==> src/rtl/bcd_count_ctrl_pkg.sv <==
// bcd_count_ctrl_pkg: shared types and constants for the BCD run controller.
// Provides the FSM state enum, BCD digit width/limit, and a BCD validity check.
package bcd_count_ctrl_pkg;

    typedef enum logic [1:0] {
        S_IDLE,
        S_RUN,
        S_PAUSE,
        S_DONE
    } state_t;

    localparam int              DIG_W   = 4;
    localparam logic [DIG_W-1:0] DIG_MAX = 4'd9;

    // True when every one of the low ndig nibbles of v is a legal decimal digit.
    function automatic logic bcd_ok(input logic [31:0] v, input int ndig);
        logic ok;
        ok = 1'b1;
        for (int i = 0; i < 8; i++) begin
            if (i < ndig && v[4*i +: 4] > DIG_MAX) begin
                ok = 1'b0;
            end
        end
        return ok;
    endfunction

endpackage

==> src/rtl/bcd_count_ctrl_bcd_digit.sv <==
// bcd_digit: one synchronous decade digit (0..9) for a ripple carry chain.
// Ports: clk, rst_n (async low), clr, cin (advance), q (value), nxt (value
// after this edge), cout (this digit rolls 9->0 this edge).
module bcd_digit
    import bcd_count_ctrl_pkg::*;
(
    input  logic             clk,
    input  logic             rst_n,
    input  logic             clr,
    input  logic             cin,
    output logic [DIG_W-1:0] q,
    output logic [DIG_W-1:0] nxt,
    output logic             cout
);

    assign cout = cin && (q == DIG_MAX);

    always_comb begin
        nxt = q;
        if (cin) begin
            nxt = (q == DIG_MAX) ? '0 : q + 1'b1;
        end
    end

    always_ff @(posedge clk or negedge rst_n) begin
        if (!rst_n) begin
            q <= '0;
        end else if (clr) begin
            q <= '0;
        end else if (cin) begin
            q <= nxt;
        end
    end

endmodule

==> src/rtl/bcd_count_ctrl.sv <==
// bcd_count_ctrl: start/stop/clear run controller for an NDIG-digit BCD counter
// with prescaler and terminal count. Ports: CLK, RST_N, START, STOP, CLEAR,
// TC_VAL, COUNT, RUNNING, DONE, WRAP; LAP only when BCD_COUNT_LAP_EN is defined.
module bcd_count_ctrl
    import bcd_count_ctrl_pkg::*;
#(
    parameter int NDIG     = 4,
    parameter int PRESCALE = 10
) (
    input  logic              CLK,
    input  logic              RST_N,
    input  logic              START,
    input  logic              STOP,
    input  logic              CLEAR,
    input  logic [4*NDIG-1:0] TC_VAL,
    output logic [4*NDIG-1:0] COUNT,
    output logic              RUNNING,
    output logic              DONE,
    output logic              WRAP
`ifdef BCD_COUNT_LAP_EN
    ,
    output logic [4*NDIG-1:0] LAP
`endif
);

    localparam int PW = (PRESCALE > 1) ? $clog2(PRESCALE) : 1;

    state_t            state;
    logic [PW-1:0]     presc;
    logic              tick;
    logic [NDIG:0]     carry;
    logic [4*NDIG-1:0] nxt;
    logic              tc_hit;

    assign tick     = (state == S_RUN) && (presc == PW'(PRESCALE - 1));
    assign carry[0] = tick;

    for (genvar i = 0; i < NDIG; i++) begin : g_dig
        bcd_digit u_dig (
            .clk   (CLK),
            .rst_n (RST_N),
            .clr   (CLEAR),
            .cin   (carry[i]),
            .q     (COUNT[4*i +: 4]),
            .nxt   (nxt[4*i +: 4]),
            .cout  (carry[i+1])
        );
    end

    // Only an increment can land on the terminal count; invalid TC never hits.
    assign tc_hit = tick && bcd_ok(32'(TC_VAL), NDIG) && (nxt == TC_VAL);

    always_ff @(posedge CLK or negedge RST_N) begin
        if (!RST_N) begin
            state   <= S_IDLE;
            presc   <= '0;
            RUNNING <= 1'b0;
            DONE    <= 1'b0;
            WRAP    <= 1'b0;
        end else begin
            WRAP <= 1'b0;
            if (CLEAR) begin
                state   <= S_IDLE;
                presc   <= '0;
                RUNNING <= 1'b0;
                DONE    <= 1'b0;
            end else begin
                unique case (state)
                    S_IDLE: begin
                        if (START && !STOP) begin
                            state   <= S_RUN;
                            RUNNING <= 1'b1;
                        end
                    end
                    S_RUN: begin
                        if (tick) begin
                            presc <= '0;
                            WRAP  <= carry[NDIG];
                        end else begin
                            presc <= presc + 1'b1;
                        end
                        if (tc_hit) begin
                            state   <= S_DONE;
                            RUNNING <= 1'b0;
                            DONE    <= 1'b1;
                        end else if (STOP) begin
                            state   <= S_PAUSE;
                            RUNNING <= 1'b0;
                        end
                    end
                    S_PAUSE: begin
                        if (START && !STOP) begin
                            state   <= S_RUN;
                            RUNNING <= 1'b1;
                        end
                    end
                    S_DONE: begin
                        state <= S_DONE;
                    end
                endcase
            end
        end
    end

`ifdef BCD_COUNT_LAP_EN
    // Lap capture takes COUNT as it was before this edge's increment.
    always_ff @(posedge CLK or negedge RST_N) begin
        if (!RST_N) begin
            LAP <= '0;
        end else if (CLEAR) begin
            LAP <= '0;
        end else if (state == S_RUN && START && !STOP) begin
            LAP <= COUNT;
        end
    end
`endif

endmodule

==> config.mk <==
export PLATFORM = sky130hd
export DESIGN_NAME = bcd_count_ctrl
export DESIGN_NICKNAME = d
export VERILOG_FILES = /design/src/rtl/bcd_count_ctrl_pkg.sv /design/src/rtl/bcd_count_ctrl_bcd_digit.sv /design/src/rtl/bcd_count_ctrl.sv
export SDC_FILE = /design/constraint.sdc
export NUM_CORES = 1
export LEC_CHECK = 0
export ABC_CLOCK_PERIOD_IN_PS = 2480
export CORE_MARGIN = 2
export CORE_UTILIZATION = 45
export CTS_BUF_LIST = sky130_fd_sc_hd__clkbuf_4 sky130_fd_sc_hd__clkbuf_8
export CTS_CLUSTER_SIZE = 14
export DETAILED_ROUTE_END_ITERATION = 8
export HOLD_SLACK_MARGIN = 0.06
export PLACE_DENSITY = 0.71
export SYNTH_ARGS = -nofsm -noshare
export SYNTH_HDL_FRONTEND = slang
export SYNTH_SLANG_ARGS = --single-unit
==> constraint.sdc <==
create_clock -name CLK -period 2.48 [get_ports CLK]
set_clock_uncertainty 0.1 [all_clocks]
set_input_delay 0.62 -clock CLK [delete_from_list [all_inputs] [get_ports CLK]]
set_output_delay 0.62 -clock CLK [all_outputs]
set_load 0.005 [all_outputs]
==> results.md <==
- Critical Path AT: 2.59 ns
- Outcome: complete, but fails checks
- Max Root-Sink Buffers: 2
- Die height: 70.7 um
- Total power: 0.803 mW
- CP max-delay cell: dfrtp_1
- Internal power: 0.591 mW
- Area Overhead vs Synth: 49.9%
- Synth top area cells: dfrtp_1 (31%), ha_1 (6.2%), a21oi_1 (5.5%)
- Syn avg cell area: 8.49 um^2
- Htree depth: 1
- Leakage: 1.37 nW
- Clock Latency Late Sink: 0.28 ns
- I/O pin total: 40
- Synth cell types: 55
- # port buffers: 39
- YS warnings: 0
- DRC violation total after the first TritonRoute iteration: 143
- Initial antenna violation count: 0
- Startpoint types: flip-flop
- Wire per inst: 15.0 um
- Commonest non-fill, non-tap cell in the layout: buf_4
- Die ar.: 0.00500 mm^2
- Vias in the first global route: 2,058
- Worst reg2reg setup slack: -0.03 ns
- Period utilization: 101%
- DR vias/cell: 5.63
- Fmax: 0.398 GHz
- Cells after Synth: 236
- Die span in x: 70.7 um
- Net count after synthesis: 267
- GRT Residual Overflow: 0
- FP Rows: 24
- Synth area leader: dfrtp_1
- Fin crit period: 2.51 ns
- TritonCTS sink count: 25
- Fin. max-slew vios: 0
- Tightest Hold Check Type: flip-flop to flip-flop
- Initial core utilization: 46.4%
- Clk root buf: clkbuf_8
- Final setup fails: 1
- RD Place Congestion: 0.917
- Sw frac: 26.4%
- DRT Wirelength: 5700 um
- Slew margin rel.: 73.1%
- Hpwl dp: 4220 um
- CP peak stage delay: 0.40 ns
- Cell Area, Synth: 0.00200 mm^2
- Share of cells above drive strength 1: 26.0%
- Total track usage: 23.1%
- Register share of total power: 51.7%
- Logic pwr share: 15.0%
- Num CTS Buffers: 3
- Synthesis-stage register bit count: 25
- RSZ-0062 raised after global routing: true
- Worst hold slack: 0.434 ns
- Worst-path clk slew: 0.10 ns
- Vias: 2,135
- Routed Antenna Nets: 0
- Psw: 0.212 mW
- First-pass GRT wire length: 9400 um
- Drt first pass iters: 4
- Pwr dens: 267 mW/mm^2
- CP Capture Type: flip-flop
- Critical path required time: 2.56 ns
- CP Launch Point: g_dig[0].u_dig.q[1]
- Largest net degree at the start of global routing: 26
- Cell Chain, Critical Path: inv_2 > ha_4 > nand3b_1 > nor4_4 > buf_4 > mux2i_4 > xnor2_2 > nor4_2 > nand4_1 > a31o_1
- # DRC: 0
- Number of synthesized flops with an enable pin: 0
- Setup CP Type: flip-flop to flip-flop
- Post-synthesis sequential area ratio: 31.2%
- Most frequent cells in the layout: buf_4 (59), clkdlybuf4s50_1 (37), dfrtp_1 (25), nor2_1 (25), a21oi_1 (22)
- Core Area: 0.00432 mm^2
- Final worst slack: -0.0327 ns
- Post-synth ARST share: 100%
- CTS tree: done
- Hold Fails Final Rpt: 0
- Reg2reg start: g_dig[0].u_dig.q[1]
- Fin nets: 359
- Share of the synthesized area in the top cell type: 31.2%
- Ant diodes: 0
- Top FF cell, synth: dfrtp_1
- Clock power share: 33.3%
- Slew @ Worst Pin: 0.401 ns
- Max-Cap Viols: 0
- Worst hold start: DONE
- Failing checks: setup timing
- Maximum VDD drop: 0.235 mV
- Crit-path max FO: 4
==> what timing repair did <==
item | CTS | global route
pin swaps | 9 | 5
hold buffers | 0 | 0
buffers inserted | 2 | 2
setup endpoints to repair | 4 | 4
resized for setup | 17 | 6
==> cell usage after synthesis, types with 6 or more instances <==
master,number
a21oi_1,22
and3b_1,6
dfrtp_1,25
ha_1,10
inv_1,13
nand2_1,7
nand3_1,6
nand4_1,9
nor2_1,25
nor2b_1,6
nor3_1,12
o21ai_0,15
==> metrics by stage <==
stage	worst slack (ns)	TNS [ns]	instance area [um^2]	utilization, %	std cells
after CTS	-0.00904	-0.00904	2950	68.2	377
after detailed placement	-0.440	-1.46	2820	65.2	371
after floorplan	0.0497	0	2000	-	236
final	-0.0327	-0.0327	3000	69.5	379
after global placement	-0.440	-1.44	2820	65.2	371
after global routing	-0.194	-0.618	3000	69.5	379
==> state kept, by name, summed over array words and instances, names as in the netlist <==
name           count
DONE               1
state              2
g_dig.u_dig.q     16
WRAP               1
RUNNING            1
presc              4
==> worst paths after layout <==
path	end	cells past startpoint
setup / recovery	RUNNING	10
hold / removal	DONE	2
setup reg to reg	RUNNING	10
hold reg to reg	DONE	2
max in group asynchronous	g_dig[2].u_dig.q[1]	2
min in group asynchronous	g_dig[0].u_dig.q[0]	2
==> routing by layer <==
layer / vias to the layer above / wire, um / GRT usage, %
met3: 8 / 223 / 1.85
met4: 0 / 104 / 8.81
met1: 1021 / 2570 / 30.6
li1: 1051 / - / -
met2: 55 / 2790 / 39.5
met5: - / 0 / 0
==> critical path: cells and delay by family, from the launching register on <==
kind | cells | cell delay [ns]
flip-flops | 1 | 0.40
adder cells (fa/ha/maj) | 1 | 0.14
AO/OA/AOI/OAI | 1 | 0.23
AND/OR/NAND/NOR | 4 | 0.92
multiplexers | 1 | 0.26
XOR/XNOR | 1 | 0.11
buffers and inverters | 2 | 0.26
==> cell type report <==
type | count | area (um^2)
Fill cell | 351 | 1320
Sequential cell | 25 | 626
Clock buffer | 3 | 41.3
Inverter | 13 | 48.8
Multi-Input combinational cell | 187 | 1390
Clock inverter | 1 | 7.51
Timing Repair Buffer | 98 | 831
Tap cell | 52 | 65.1
==> cells by family (layout without fill, tap and decap cells) <==
kind of cell    count (synthesis)  after routing  share of synthesized area, %
xor+xnor                        7              7                          3.06
mux                             7              7                          3.75
simple gates                   98             98                          30.5
compound gates                 65             65                          20.3
fa+ha+maj                      10             10                          6.24
flops                          25             25                          31.2
buf+inv                        24            115                          4.99
==> power groups by stage <==
stage | logic (mW) | registers, mW | clock network, mW
floorplan | 0.0409 | 0.423 | 0
global placement | 0.116 | 0.422 | 0
detailed placement | 0.118 | 0.422 | 0
CTS | 0.118 | 0.415 | 0.272
global route | 0.132 | 0.415 | 0.284
finish | 0.121 | 0.415 | 0.267
No activity file was read; power rests on OpenSTA's default activity.
